==> config.mk <==
export PLATFORM = sky130hd
export DESIGN_NAME = serial_subtractor
export DESIGN_NICKNAME = d
export VERILOG_FILES = /design/src/rtl/serial_subtractor.sv
export SDC_FILE = /design/constraint.sdc
export NUM_CORES = 1
export LEC_CHECK = 0
export ABC_AREA = 1
export CAP_MARGIN = 20
export CORE_AREA = 2 2 44 86
export DETAILED_ROUTE_END_ITERATION = 10
export DIE_AREA = 0 0 46 88
export GPL_ROUTABILITY_DRIVEN = 0
export GPL_TIMING_DRIVEN = 0
export PLACE_DENSITY = 0.92
export SKIP_LAST_GASP = 1
export SLEW_MARGIN = 20
export SYNTH_ARGS = -nofsm -noshare
export SYNTH_HDL_FRONTEND = slang
export SYNTH_SLANG_ARGS = --single-unit
==> constraint.sdc <==
create_clock -name clk -period 3.75 [get_ports clk]
set_input_delay 0.9375 -clock clk [delete_from_list [all_inputs] [get_ports clk]]
set_output_delay 0.9375 -clock clk [all_outputs]
set_load 0.005 [all_outputs]
==> src/rtl/serial_subtractor.sv <==
// Bit-serial subtractor: LSB-first ripple-borrow over WIDTH cycles, result registered on DONE entry.
// Optional signed-overflow output ovf is built when SERIAL_SUB_OVERFLOW_EN is defined.
module serial_subtractor #(
    parameter int unsigned WIDTH = 8
) (
    input  logic             clk,
    input  logic             rst_n,
    input  logic             start,
    input  logic [WIDTH-1:0] a,
    input  logic [WIDTH-1:0] b,
    output logic             busy,
    output logic             done,
    output logic [WIDTH-1:0] diff,
    output logic             bout
`ifdef SERIAL_SUB_OVERFLOW_EN
    ,
    output logic             ovf
`endif
);

    localparam int unsigned CntW = (WIDTH > 2) ? $clog2(WIDTH) : 1;
    localparam logic [CntW-1:0] LastCnt = CntW'(WIDTH - 1);

    typedef enum logic [1:0] {StIdle, StShift, StDone} state_e;

    state_e           state_q, state_d;
    logic [WIDTH-1:0] a_q, a_d;
    logic [WIDTH-1:0] b_q, b_d;
    logic [WIDTH-1:0] res_q, res_d;
    logic [WIDTH-1:0] diff_q, diff_d;
    logic [CntW-1:0]  cnt_q, cnt_d;
    logic             borrow_q, borrow_d;
    logic             bout_q, bout_d;
    logic             bit_diff, bit_borrow;
    logic [WIDTH-1:0] res_shift;

`ifdef SERIAL_SUB_OVERFLOW_EN
    // Operand sign bits are shifted out during SHIFT, so keep a copy for the overflow rule.
    logic a_msb_q, a_msb_d;
    logic b_msb_q, b_msb_d;
    logic ovf_q, ovf_d;
`endif

    always_comb begin
        bit_diff   = a_q[0] ^ b_q[0] ^ borrow_q;
        bit_borrow = (~a_q[0] & b_q[0]) | (~(a_q[0] ^ b_q[0]) & borrow_q);
        res_shift  = {bit_diff, res_q[WIDTH-1:1]};
    end

    always_comb begin
        state_d  = state_q;
        a_d      = a_q;
        b_d      = b_q;
        res_d    = res_q;
        diff_d   = diff_q;
        cnt_d    = cnt_q;
        borrow_d = borrow_q;
        bout_d   = bout_q;
`ifdef SERIAL_SUB_OVERFLOW_EN
        a_msb_d  = a_msb_q;
        b_msb_d  = b_msb_q;
        ovf_d    = ovf_q;
`endif
        case (state_q)
            StIdle, StDone: begin
                if (start) begin
                    state_d  = StShift;
                    a_d      = a;
                    b_d      = b;
                    res_d    = '0;
                    cnt_d    = '0;
                    borrow_d = 1'b0;
`ifdef SERIAL_SUB_OVERFLOW_EN
                    a_msb_d  = a[WIDTH-1];
                    b_msb_d  = b[WIDTH-1];
`endif
                end else if (state_q == StDone) begin
                    state_d = StIdle;
                end
            end
            StShift: begin
                a_d      = a_q >> 1;
                b_d      = b_q >> 1;
                res_d    = res_shift;
                borrow_d = bit_borrow;
                cnt_d    = cnt_q + 1'b1;
                if (cnt_q == LastCnt) begin
                    state_d = StDone;
                    diff_d  = res_shift;
                    bout_d  = bit_borrow;
`ifdef SERIAL_SUB_OVERFLOW_EN
                    // bit_diff is the result MSB on the final cycle.
                    ovf_d   = (a_msb_q != b_msb_q) && (bit_diff != a_msb_q);
`endif
                end
            end
            default: state_d = StIdle;
        endcase
    end

    always_ff @(posedge clk or negedge rst_n) begin
        if (!rst_n) begin
            state_q  <= StIdle;
            a_q      <= '0;
            b_q      <= '0;
            res_q    <= '0;
            diff_q   <= '0;
            cnt_q    <= '0;
            borrow_q <= 1'b0;
            bout_q   <= 1'b0;
`ifdef SERIAL_SUB_OVERFLOW_EN
            a_msb_q  <= 1'b0;
            b_msb_q  <= 1'b0;
            ovf_q    <= 1'b0;
`endif
        end else begin
            state_q  <= state_d;
            a_q      <= a_d;
            b_q      <= b_d;
            res_q    <= res_d;
            diff_q   <= diff_d;
            cnt_q    <= cnt_d;
            borrow_q <= borrow_d;
            bout_q   <= bout_d;
`ifdef SERIAL_SUB_OVERFLOW_EN
            a_msb_q  <= a_msb_d;
            b_msb_q  <= b_msb_d;
            ovf_q    <= ovf_d;
`endif
        end
    end

    always_comb begin
        busy = (state_q == StShift);
        done = (state_q == StDone);
        diff = diff_q;
        bout = bout_q;
`ifdef SERIAL_SUB_OVERFLOW_EN
        ovf  = ovf_q;
`endif
    end

endmodule

==> results of run 1 <==
-- through the flow --
stage	setup WS (ns)	util (%)	area (um^2)
finish	1.05	66.7	2250
global route	0.971	66.7	2250
CTS	1.05	66.7	2250
detailed placement	1.39	64.4	2170
global placement	0.911	63.7	2150
floorplan	2.01	-	1820
-- cell type report --
class                           instances  area, um^2  share of cell area, %
Timing Repair Buffer                   30         313                   13.9
Sequential cell                        38         951                   42.2
Inverter                               42         160                   7.11
Tap cell                               32        40.0                   1.78
Clock inverter                          2        10.0                  0.444
Buffer                                  9        75.1                   3.33
Multi-Input combinational cell        127         636                   28.2
Clock buffer                            5        68.8                   3.05
-- logic make-up after synthesis --
family                     share of synthesized area, %
and+or+nand+nor                                    25.3
DFF                                                52.2
adders and majority gates                          2.47
buffers and inverters                              12.9
AOI/OAI and AO/OA                                  7.14
-- layout by cell type (no fill, tap or decap), types with 2 or more instances in the layout --
cell	instances
ha_1	2
dfrtp_1	38
nor2_1	2
nand2_4	3
clkbuf_8	5
nand2_1	68
o21ai_1	5
inv_2	2
clkdlybuf4s50_1	28
o21ai_0	6
inv_1	39
o21ai_2	8
buf_6	5
buf_2	4
nand3_1	28
clkinv_2	2
-- layer usage --
| layer | GRT usage, % | vias up |
|---|---|---|
| met2 | 36.4 | 41 |
| met3 | 6.60 | 11 |
| met1 | 23.1 | 709 |
| li1 | - | 725 |
| met5 | 0 | - |
| met4 | 12.7 | 0 |
-- flip-flops by register name, summed over array words and instances, names as in the netlist --
name and count:
cnt_q 3, diff 8, bout 1, state_q 2, borrow_q 1, res_q 7, b_q 8, a_q 8
-- final timing paths --
check	endpoint	slack (ns)
min in group asynchronous	diff[0]	0.56
worst min register to register	a_q[1]	0.48
worst max-delay path	busy	1.05
worst min-delay path	a_q[1]	0.48
worst max register to register	bout	2.38
max in group asynchronous	b_q[1]	2.73
-- where the power goes --
group          internal [W]  leakage (nW)  total (W)  switching, W
logic              0.000411         0.692   0.000934      0.000524
clock network      0.000125        0.0438   0.000273      0.000149
registers          0.000606         0.472   0.000709      0.000103
-- critical path, stage by stage (launching register included) --
cell and delay [ns]:
dfrtp_1 0.35, buf_6 0.14, inv_2 0.06, nor2_4 0.13, buf_2 0.25, clkdlybuf4s50_1 0.53
==> results.ini, run 1 <==
[clocking]
numClockSinks=38
clockBufferDepth=2
cts_hold_buffers=0
cts_tree=built
path_clk_slew_ns=0.07
root_buffer=clkbuf_8
cts-buffers-inserted=5
cts_resized=0
htree_levels=2
clock_latency_ns=0.30
post_cts_buffers=0

[floorplanning]
fp.dieW_um=46
core_area_um2=3380
start_util_pct=53.9
die_area_um2=4050
dieHeight_um=88
io_pins=30
rows=30

[setup_path]
crit_type=reg2out
r2r_cells=6
cp.arrival_ns=1.76
startpoint_type=register
cp-end-kind=primary output
timing.rr.start=cnt_q[0]
crit_start=state_q[0]
path_max_fanout=10
crit_required_ns=2.81

[detailed_routing]
dr.max_layer_used=met4
drtPass1Iterations=4
drt_iter0_markers=38
met3WireLength_um=134
route.antenna.remaining_nets=0
via_per_inst=5.21
routed-via-count=1486
wl_mm=3.73
wl_met1_mm=1.41
wire_per_inst_um=13.1
drc=0
dr_wl_met2_mm=2.07

[yosys]
synth_area_leaders=dfrtp_1 (52%), nand2_1 (14%), inv_1 (8.0%), nand3_1 (7.7%), o21ai_2 (3.8%)
yosysTopAreaCellShare_pct=52.2
ys_types=20
ys_seq_elements=38
ys_seq_area_share_pct=52.2
synth_cells=216
syn_nets=238
yosys_warnings=0
synth.most_common_cell=nand2_1
synth_top_area_cell=dfrtp_1
synthesis.area_um2=1820
avgSynthCellArea_um2=8.43
synth_ff_type=dfrtp_1
synth_edf_count=0
synth_commonest_cells=nand2_1 (68), inv_1 (39), dfrtp_1 (38)
async_flop_share_pct=100

[timing]
finalCritPeriodShare_pct=71.9
hold_slack_ns=0.484
setup_violations=0
rsz0062_at_grt=no
fmax_mhz=371
fin_tns_setup_ns=0
finalHoldViolations=0
fin_worst_skew_ns=0.00630
worstMarginPinSlew_ns=0.438
fin_crit_ns=2.70
slew_headroom_pct=70.8
drv_slew=0

[place]
portBuffers=29
place_inst=278
hpwl_mm=2.72

[flow_run]
maxCapViolCount=0

[layout]
fin_nets=275
n_fill_cell=271
drive_gt1_share_pct=13.4
area_growth_pct=23.7
stdcell_count=285
num_antenna_cells=0

[power_and_ir_drop]
p_leak_nw=1.21
p_per_area_nw_per_um2=851
total_power_w=0.00192
vdd_drop_max_uv=374

[global_routing]
antenna_found_initial=0
grt_max_degree=22
overflow=0
grt_pass1_vias=1459
grt_pass1_wl_mm=6.28
track_usage_pct=21.9

[worst_hold_path]
hold_class=reg2reg
min-delay-start=a_q[1]
whs_path_depth=2

[outcome]
status=completed

Power figures use the tool's default switching activity.
==> run 2, diff against run 1 <==
Settings changed: CORE_AREA 2 2 44 86 to 2 2 45 89, DIE_AREA 0 0 46 88 to 0 0 47 91, PLACE_DENSITY 0.92 to 0.88.
Clock period 3.75 ns to 2.8 ns, I/O delays scaled along.
==> run 2 against run 1 <==
Clock skew grew 0.0014 ns. Utilization shrank 2.6 points. Sequential power grew 33%. Critical path depth is the same. Die area grew 5.7%. Combinational power grew 33%. Register-to-register slack lost 0.94 ns. Largest cell class unchanged.
==> results.ini, run 2 (same netlist as run 1, synthesis figures left out) <==
[detailed_routing]
drc=0  ; unchanged
drt_iter0_markers=43  ; +13%
routed-via-count=1454  ; -2.2%
wl_mm=3.54  ; -5.1%
via_per_inst=4.80  ; -8.0%
wire_per_inst_um=11.7  ; -11%
route.antenna.remaining_nets=0  ; unchanged
drtPass1Iterations=4  ; unchanged

[layout]
n_fill_cell=317  ; +17%
mostFrequentLayoutCells=nand2_1 (68), inv_1 (39), dfrtp_1 (38)
final_common_cell=nand2_1
area_growth_pct=25.5
num_antenna_cells=0  ; unchanged
fin_nets=275  ; unchanged
drive_gt1_share_pct=13.4  ; -0.053 points
fin_util_pct=64.1  ; -2.6 points

[timing]
finalCritPeriodShare_pct=86.2
finalHoldViolations=0  ; unchanged
fin_worst_skew_ns=0.00766  ; +0.00136 ns
fin_crit_ns=2.41
fmax_mhz=414
worstMarginPinSlew_ns=0.454  ; +0.0157 ns
drv_slew=0  ; unchanged
setup_violations=0  ; unchanged
rsz0062_at_grt=no
fin_tns_setup_ns=0  ; unchanged
slew_headroom_pct=69.8  ; -1.0 points

[floorplanning]
io_pins=30  ; unchanged
start_util_pct=51.1  ; -2.9 points
dieHeight_um=91  ; +3.4%
rows=31  ; +3.3%
fp.dieW_um=47  ; +2.2%
die_area_um2=4280  ; +5.7%
core_area_um2=3570  ; +5.6%

[power_and_ir_drop]
p_per_area_nw_per_um2=1120  ; +32%
vdd_drop_max_uv=632  ; +69%
p_leak_nw=1.21  ; +0.37%

[setup_path]
cp.arrival_ns=1.71  ; -0.05 ns
r2r_cells=6  ; unchanged
cp_slowest_cell=clkdlybuf4s50_1
path_max_fanout=10  ; unchanged
timing.rr.start=cnt_q[0]
crit_type=reg2out
startpoint_type=register
cp_slowest_stage_delay_ns=0.53  ; about the same
reg2reg_to=bout
reg2reg_slack_ns=1.44  ; -0.94 ns
cp-end-kind=primary output
crit_required_ns=2.10  ; -0.71 ns
crit_chain=buf_6 > inv_2 > nor2_4 > buf_2 > clkdlybuf4s50_1

[global_routing]
grt_pass1_vias=1465  ; +0.41%
grt_pass1_wl_mm=6.20  ; -1.2%
antenna_found_initial=0  ; unchanged
track_usage_pct=20.0  ; -1.8 points
grt_max_degree=22  ; unchanged
overflow=0  ; unchanged

[clocking]
cts_resized=0  ; unchanged
path_clk_slew_ns=0.07  ; about the same
cts_tree=built
post_cts_buffers=0  ; unchanged
clock_latency_ns=0.29  ; about the same
cts_hold_buffers=0  ; unchanged
clockBufferDepth=2  ; unchanged
numClockSinks=38  ; unchanged
root_buffer=clkbuf_8
htree_levels=2  ; unchanged
cts-buffers-inserted=5  ; unchanged

[place]
portBuffers=29  ; unchanged
hpwl_mm=2.69  ; -0.87%

[flow_run]
maxCapViolCount=0  ; unchanged

[outcome]
status=completed

[worst_hold_path]
hold_class=in2async

-- run 2: cell types whose count changed in the layout (fill, tap and decap cells not counted), sizes merged --
cell and delta:
clkinv -1, clkbuf +2
-- run 2: cell type report --
cell class,count,area (um^2),share of cell area (%)
flip-flops and latches,38,951,41.6
multi-input cells,127,636,27.8
repair buffers,30,313,13.7
inverters,42,160,7.00
clock buffers,7,86.3,3.77
plain buffers,9,75.1,3.28
well taps,49,61.3,2.68
clock inverters,1,5.00,0.219
-- run 2: routing by layer --
metal / up-vias / routed length [um] / track usage (%)
li1: 725 / - / -
met1: 674 / 1330 / 22.2
met2: 44 / 1930 / 32.5
met3: 11 / 151 / 4.17
met4: 0 / 127 / 12.3
met5: - / 0 / 0
-- run 2: how the worst max path moves through the flow --
stage | startpoint | to | slack [ns] | cells past startpoint
floorplan | state_q[0] | done | 1.30 | 3
CTS | state_q[0] | busy | 0.37 | 5
finish | state_q[0] | busy | 0.39 | 5
global route | state_q[0] | busy | 0.28 | 5
detailed placement | state_q[0] | busy | 0.68 | 5
global placement | rst_n | a_q[3] | 0.18 | 1
-- run 2: where the power goes --
group	switching (W)	total, W	internal, W
Combinational	0.000691	0.00124	0.000549
Clock	0.000183	0.000381	0.000198
Sequential	0.000131	0.000943	0.000812
Total	0.00100	0.00256	0.00156
-- run 2: worst max-delay path: cells and delay by family, from the launching register on --
family,cells,cell delay [ns]
buf+inv,4,0.96
simple gates,1,0.12
flops,1,0.34
-- run 2: stage by stage --
stage               instances  setup WS (ns)  hold WS [ns]  area (um^2)  power (W)
floorplan                 216           1.30         0.404         1820    0.00180
global placement          294          0.177         0.458         2170    0.00213
detailed placement        295          0.685         0.465         2200    0.00221
CTS                       303          0.368         0.354         2290    0.00259
global route              303          0.282         0.362         2290    0.00280
finish                    303          0.387         0.347         2290    0.00256
